[config.mk]
export PLATFORM = sky130hd
export DESIGN_NAME = rs_int_issue
export DESIGN_NICKNAME = d
export VERILOG_FILES = /design/src/rtl/rs_int_issue.sv
export SDC_FILE = /design/constraint.sdc
export NUM_CORES = 1
export LEC_CHECK = 0
export BUFFER_PORTS_ARGS = -buffer_cell sky130_fd_sc_hd__buf_4
export CELL_PAD_IN_SITES_DETAIL_PLACEMENT = 1
export CELL_PAD_IN_SITES_GLOBAL_PLACEMENT = 1
export CORE_AREA = 3 3 165 167
export DETAILED_ROUTE_END_ITERATION = 12
export DIE_AREA = 0 0 168 170
export PLACE_DENSITY_LB_ADDON = 0.1
export SETUP_SLACK_MARGIN = 0.2
export SYNTH_ARGS = -nofsm -noshare
export SYNTH_HDL_FRONTEND = slang
export SYNTH_SLANG_ARGS = --single-unit
[constraint.sdc]
create_clock -name clk -period 6.9 [get_ports clk]
set_input_delay 1.38 -clock clk [delete_from_list [all_inputs] [get_ports clk]]
set_output_delay 1.38 -clock clk [all_outputs]
set_load 0.05 [all_outputs]
[src/rtl/rs_int_issue.sv]
// Integer reservation-station issue selector: round-robin pick of a READY line,
// one-hot issue pulse, and a one-entry valid/ready output register toward the ALU.
`ifndef RS_STATE_BUS
`define RS_STATE_BUS    3
`define RS_STATE_NONE   3'd0
`define RS_STATE_WAIT   3'd1
`define RS_STATE_READY  3'd2
`define RS_STATE_WRITE  3'd3
`define RS_STATE_COMMIT 3'd4
`endif
`ifndef ROB_ADDR_BUS
`define ROB_ADDR_BUS    5
`endif
`ifndef EXC_TYPE_BUS
`define EXC_TYPE_BUS    4
`endif
`ifndef OPGEN_BUS
`define OPGEN_BUS       8
`endif
`ifndef DATA_BUS
`define DATA_BUS        32
`endif

module rs_int_issue #(
    parameter int LINE_NUM  = 4,
    parameter int IDX_WIDTH = 2
) (
    input  logic                                  clk,
    input  logic                                  rst,
    input  logic                                  flush,
    input  logic [LINE_NUM*`RS_STATE_BUS-1:0]     rs_state_in,
    input  logic [LINE_NUM*`ROB_ADDR_BUS-1:0]     rob_addr_in,
    input  logic [LINE_NUM*`EXC_TYPE_BUS-1:0]     exc_type_in,
    input  logic [LINE_NUM*`OPGEN_BUS-1:0]        opgen_in,
    input  logic [LINE_NUM*`DATA_BUS-1:0]         operand_1_in,
    input  logic [LINE_NUM*`DATA_BUS-1:0]         operand_2_in,
    output logic [LINE_NUM-1:0]                   issue_en,
    output logic                                  alu_valid,
    input  logic                                  alu_ready,
    output logic [IDX_WIDTH-1:0]                  alu_line_idx,
    output logic [`ROB_ADDR_BUS-1:0]              alu_rob_addr,
    output logic [`EXC_TYPE_BUS-1:0]              alu_exc_type,
    output logic [`OPGEN_BUS-1:0]                 alu_opgen,
    output logic [`DATA_BUS-1:0]                  alu_operand_1,
    output logic [`DATA_BUS-1:0]                  alu_operand_2
);

    logic [IDX_WIDTH-1:0] rr_ptr;
    logic [IDX_WIDTH-1:0] sel;
    logic                 any_ready;
    logic                 can_take;
    logic                 fire;

    // Scan starts at rr_ptr; index arithmetic wraps since LINE_NUM is a power of two.
    always_comb begin
        logic [IDX_WIDTH-1:0] idx;
        sel       = '0;
        any_ready = 1'b0;
        idx       = '0;
        for (int unsigned k = 0; k < LINE_NUM; k++) begin
            idx = rr_ptr + IDX_WIDTH'(k);
            if (!any_ready &&
                rs_state_in[idx*`RS_STATE_BUS +: `RS_STATE_BUS] == `RS_STATE_READY) begin
                any_ready = 1'b1;
                sel       = idx;
            end
        end
    end

    assign can_take = !alu_valid || alu_ready;
    assign fire     = can_take && any_ready && !flush && !rst;

    always_comb begin
        issue_en = '0;
        if (fire) issue_en[sel] = 1'b1;
    end

    always_ff @(posedge clk or posedge rst) begin
        if (rst) begin
            rr_ptr        <= '0;
            alu_valid     <= 1'b0;
            alu_line_idx  <= '0;
            alu_rob_addr  <= '0;
            alu_exc_type  <= '0;
            alu_opgen     <= '0;
            alu_operand_1 <= '0;
            alu_operand_2 <= '0;
        end else if (flush) begin
            alu_valid <= 1'b0;
        end else if (fire) begin
            rr_ptr        <= sel + IDX_WIDTH'(1);
            alu_valid     <= 1'b1;
            alu_line_idx  <= sel;
            alu_rob_addr  <= rob_addr_in[sel*`ROB_ADDR_BUS +: `ROB_ADDR_BUS];
            alu_exc_type  <= exc_type_in[sel*`EXC_TYPE_BUS +: `EXC_TYPE_BUS];
            alu_opgen     <= opgen_in[sel*`OPGEN_BUS +: `OPGEN_BUS];
            alu_operand_1 <= operand_1_in[sel*`DATA_BUS +: `DATA_BUS];
            alu_operand_2 <= operand_2_in[sel*`DATA_BUS +: `DATA_BUS];
        end else if (alu_ready) begin
            alu_valid <= 1'b0;
        end
    end

endmodule
# Word level (Yosys, flattened, before mapping)
# Index checks and enable logic that the tools add are counted.
# word_totals
regBits,86
latch_bits,0
mem_bits_rw,0
rom_bits,0
in_bits,340
output_inout_bits,88
wordCells,63
n_memories,0
# op_classes
n_addsub,4
multipliers,5
div,0
magnitude_cmp,2
eq_ne,4
n_shift,9
n_mux,14
bitwise_logic,1
n_reduce_logical,16
# op_table
op,count
indexed part select 128 x 8 -> 32 bit,2
indexed part select 12 x 5 -> 3 bit,4
indexed part select 32 x 6 -> 8 bit,1
indexed part select 20 x 6 -> 5 bit,1
"multiplier 2 x 2 -> 4 bit, second input constant",4
indexed part select 16 x 5 -> 4 bit,1
"== test 3 x 2 -> 1 bit, second input constant",4
two-way mux 1 bit,8
two-way mux 2 bit,4
logical AND 1 bit,7
logical NOT 1 bit,6
"multiplier 2 x 3 -> 5 bit, second input constant",1
"adder 2 x 1 -> 2 bit, second input constant",2
"adder 2 bit, second input constant",2
two-way mux 4 bit,1
"< comparator 2 x 3 -> 1 bit, second input constant",1
nonzero test 3 bit,1
demux 1 bit (select 2 bit),1
"greater-or-equal comparator 2 x 1 -> 1 bit, second input constant",1
AND reduction 2 bit,1
logical OR 1 bit,1
inverter 1 bit,1

# Logic depth before layout (Yosys ltp)
# depth
ltp_word,18
ltp_mapped,8
ltp_nobuf,7

# Worst setup path after synthesis
# Ideal clock, no wire load.
# synth_timing
path_kind,input-to-output
startpoint,input port rs_state_in[9]
endpoint,output port issue_en[3]
t_arrival_ns,3.092
required_ns,5.520
path_slack_ns,2.428
path_stages,7
path_cell_list,or3b_1 > o21ai_2 > nand3_4 > clkinv_4 > buf_4 > ha_1 > and3_1
# synth_via
elab_chain_len,17
elab_cells_between_ends,31
cone_classes,order compare: 2; eq/ne: 4; shift: 4; mux: 11; reduce/logical: 10
# synth_rtl
item,line_no,rtl
"start, declared",31,"input logic [LINE_NUM*`RS_STATE_BUS-1:0] rs_state_in,"
indexed part select 12 x 5 -> 3 bit,63,rs_state_in[idx*`RS_STATE_BUS +: `RS_STATE_BUS] == `RS_STATE_READY) begin
== test 3 x 2 -> 1 bit (no source line),-,
two-way mux 1 bit,62,if (!any_ready &&
logical NOT 1 bit,62,
logical AND 1 bit (no source line),-,
two-way mux 1 bit,62,
logical NOT 1 bit,62,
logical AND 1 bit (no source line),-,
[2 not listed],-,
logical AND 1 bit (no source line),-,
two-way mux 2 bit (*),62,
via sel[0],49,logic [IDX_WIDTH-1:0] sel;
< comparator 2 x 3 -> 1 bit (not written as such) / greater-or-equal comparator 2 x 1 -> 1 bit (equally long branches),75,if (fire) issue_en[sel] = 1'b1;
logical AND 1 bit (not written as such),75,
two-way mux 1 bit (not written as such),75,
demux 1 bit (select 2 bit) (*),75,
two-way mux 4 bit (*),75,
"end, declared",37,"output logic [LINE_NUM-1:0] issue_en,"
# The timed path passes the listed nets; every way through them passes the cells marked *.

# Final worst setup path
# layout_timing
startpoint,input port rs_state_in[2]
endpoint,output port issue_en[3]
# layout_via
elab_chain_len,17
elab_cells_between_ends,31
cone_classes,order compare: 2; eq/ne: 4; shift: 4; mux: 11; reduce/logical: 10
# layout_rtl
item,line_no
indexed part select 12 x 5 -> 3 bit,63
== test 3 x 2 -> 1 bit (no source line),-
two-way mux 1 bit,62
logical NOT 1 bit,62
logical AND 1 bit (no source line),-
two-way mux 1 bit,62
logical NOT 1 bit,62
logical AND 1 bit (no source line),-
two-way mux 1 bit,62
logical NOT 1 bit,62
logical AND 1 bit (no source line),-
two-way mux 2 bit,62
< comparator 2 x 3 -> 1 bit (not written as such) / greater-or-equal comparator 2 x 1 -> 1 bit (equally long branches),75
logical AND 1 bit (not written as such),75
two-way mux 1 bit (not written as such),75
demux 1 bit (select 2 bit),75
two-way mux 4 bit (*),75
# Every way passes the cells marked *; elsewhere a longest branch is shown, timed or not.

==> impl_metrics.csv <==
group,metric,value,unit
outcome,outcome,"completed",
worst_setup_path,crit_family,"buffers and inverters",
worst_setup_path,required,5.52,ns
logic_synthesis,synth_cell_types,38,
logic_synthesis,yosysWarnings,0,
global_routing,grt_start_max_net_pins,84,
worst_setup_path,critPathKind,"in2out",
clock_network,cts_tree,"built",
clock_network,clk_pin_slew,0.06,ns
logic_synthesis,syn_avg_cell_area,8.935,sq um
clock_network,cts.sinks,86,
clock_network,cts_buffers,9,
global_routing,grt_pass1_vias,7161,
sta,hold_viol_final,0,
worst_setup_path,critPathBufInv,3,
logic_synthesis,ys_seq_area_share,35.11,%
worst_setup_path,cp_common_cell,"buf_4",
global_routing,grt_pass1_wl,45.51,mm
global_routing,track_usage,20.57,%
power,power_density,261.0,nW/um^2
placement,port_buffers,427,
routing,drt_iter0_markers,309,
sta,period_needed,4.930,ns
logic_synthesis,netlist_area,6130,sq um
logic_synthesis,synth_nets,1030,
logic_synthesis,synth_adder_area_share,0.8165,%
routing,vias,6997,
routing,ant_nets,0,
worst_setup_path,crit_slowest_cell,"clkinv_4",
logic_synthesis,synth_top_flop_cell,"dfrtp_1",
sta,setup_tns,0,ns
sta,tightest_slew,1.111,ns
logic_synthesis,ys_ff_latch,86,
power,peakVddDrop,0.1162,mV
floorplan,die-height,170,um
sta,rsz0062_at_grt,"false",
placement,place_ws,1.957,ns
worst_setup_path,cp_slowest_stage_delay,0.52,ns
routing,wirelength,30.81,mm
clock_network,cts_setup_buffers,0,
logic_synthesis,synthCells,686,
floorplan,die_x,168,um
global_routing,overflow,0,
sta,finalWorstSetupSlack,1.970,ns
logic_synthesis,synth-compound-area-share,30.52,%
final_layout,layout.nets,1409,
floorplan,pin_count,428,
global_routing,antenna_found_initial,0,
floorplan,die-area,28560,sq um
final_layout,drive_gt1_share,44.38,%
run,drv_cap,0,
placement,dpl.hpwl,21.73,mm
logic_synthesis,synth-simple-area-share,8.492,%
logic_synthesis,synth_top_family_by_area,"compound AO/OA/AOI/OAI gates",
final_layout,diodes,0,
final_layout,utilization,37.61,%
clock_network,ctsResizeCount,0,
sta,period_share,71.46,%
clock_network,cts_root_buffer,"clkbuf_16",
clock_network,postCtsHoldBufs,0,
logic_synthesis,async_reset_ff_share,100.0,%
placement,gp_congestion,0.7816,
power,cellLeakagePower,4.909,nW
logic_synthesis,synthMuxAreaShare,13.23,%
worst_setup_path,worstPathCellList,"buf_4, nor4b_1, o21ai_4, nand3_4, clkinv_4, ha_1, and3_1, buf_4",
routing,vias_per_cell,4.987,
sta,relSlewSlack,25.76,%
logic_synthesis,synth_xor_xnor_area_share,0,%
worst_hold_path,hold_class,"reg2reg",
worst_setup_path,crit_path_start_kind,"primary input",
sta,max_freq,202.8,MHz
floorplan,core,25910,sq um
worst_setup_path,arrival,3.55,ns
final_layout,area_delta_synth_final,58.99,%
logic_synthesis,synth_edf_count,0,
clock_network,insertion_delay,0.34,ns
sta,setup_violations,0,
worst_setup_path,crit_path_end_kind,"primary output",
clock_network,htree_levels,3,
floorplan,row_count,59,
routing,drc,0,
routing,first_pass_iters,5,
sta,clock_skew,0.009663,ns
sta,slew_violations,0,
floorplan,initial_core_util,23.66,%
clock_network,cts_buffer_depth,2,
routing,avgRoutedWirePerCell,21.96,um
worst_setup_path,crit_fanout,83,
## metrics by stage
stage	area, sq um	hold WS, ns	total power, W	instances
floorplan	6130	0.5325	0.001549	686
global placement	9467	0.4626	0.002063	1389
detailed placement	9467	0.4768	0.002072	1389
CTS	9746	0.5051	0.002588	1403
global route	9746	0.5286	0.002684	1403
finish	9746	0.4950	0.002544	1403
## cells in the final DEF, fill, tap and decap left out, drive strengths merged, types with 3 or more instances in the layout
cell type,n
a211oi,162
a31oi,81
and3,4
buf,435
clkbuf,10
dfrtp,86
ha,4
inv,85
mux2i,81
nand2,4
nor2,84
nor3b,4
nor4b,3
o21ai,3
## metal layers
layer	GRT usage [%]	up-vias	routed length, um	part of all wire [%]
met1	25.63	3411	12420	40
met2	36.34	262	15700	51
met4	4.696	0	463	1.5
li1	-	3300	-	-
met5	0	-	0	0
met3	4.669	24	2221	7.2
## power breakdown
part / switching [W] / internal, W
registers: 0.0000878 / 0.000649
clock network: 0.000221 / 0.000277
logic: 0.000860 / 0.000449
total: 0.00117 / 0.00138
## sequential cells by signal (all words and copies together), names as in the netlist
| register | cells |
|---|---|
| alu_operand_1 | 32 |
| alu_operand_2 | 32 |
| alu_opgen | 8 |
| alu_rob_addr | 5 |
| alu_exc_type | 4 |
| alu_line_idx | 2 |
| rr_ptr | 2 |
| alu_valid | 1 |
## final cells by class
| cell class | count | area (sq um) |
|---|---|---|
| Multi-Input combinational cell | 447 | 3287 |
| Clock buffer | 10 | 229.0 |
| Fill cell | 3077 | 16170 |
| Clock inverter | 4 | 50.05 |
| Inverter | 86 | 330.3 |
| Timing Repair Buffer | 435 | 3278 |
| Tap cell | 335 | 419.2 |
| Sequential cell | 86 | 2152 |
## synth_stat cells, types with 2 or more instances
master / count / area share (%)
a211oi_1: 150 / 18
dfrtp_1: 86 / 35
inv_1: 84 / 5.1
nor2_1: 83 / 5.1
a31oi_1: 81 / 8.3
mux2i_1: 81 / 13
clkbuf_1: 31 / 1.9
buf_2: 18 / 1.5
a211oi_2: 12 / 2.4
buf_4: 9 / 1.1
buf_8: 8 / 2.0
and3_1: 4 / 0.41
ha_1: 4 / 0.82
nor3b_1: 4 / 0.49
nand2_1: 3 / 0.18
nor4b_1: 3 / 0.43
a21o_1: 2 / 0.24
o21ai_2: 2 / 0.29
or3b_1: 2 / 0.29
## logic make-up (layout without fill, tap and decap cells)
group / Yosys count / in the layout
fa+ha+maj: 4 / 4
buf+inv: 153 / 535
mux: 81 / 81
flops: 86 / 86
simple gates: 110 / 110
compound gates: 252 / 252
## worst paths after layout
check	slack, ns	from	endpoint	cells past startpoint
worst max-delay path	1.97	rs_state_in[2]	issue_en[3]	8
min in group asynchronous	1.12	rst	alu_operand_1[18]$_DFFE_PP0P_	2
max in group asynchronous	4.66	rst	alu_operand_2[29]$_DFFE_PP0P_	3
worst max register to register	3.58	rr_ptr[1]$_DFFE_PP0P_	alu_operand_2[25]$_DFFE_PP0P_	7
worst min register to register	0.50	alu_line_idx[1]$_DFFE_PP0P_	alu_line_idx[1]$_DFFE_PP0P_	1
worst min-delay path	0.50	alu_line_idx[1]$_DFFE_PP0P_	alu_line_idx[1]$_DFFE_PP0P_	1
No activity file was read; power rests on OpenSTA's default activity.
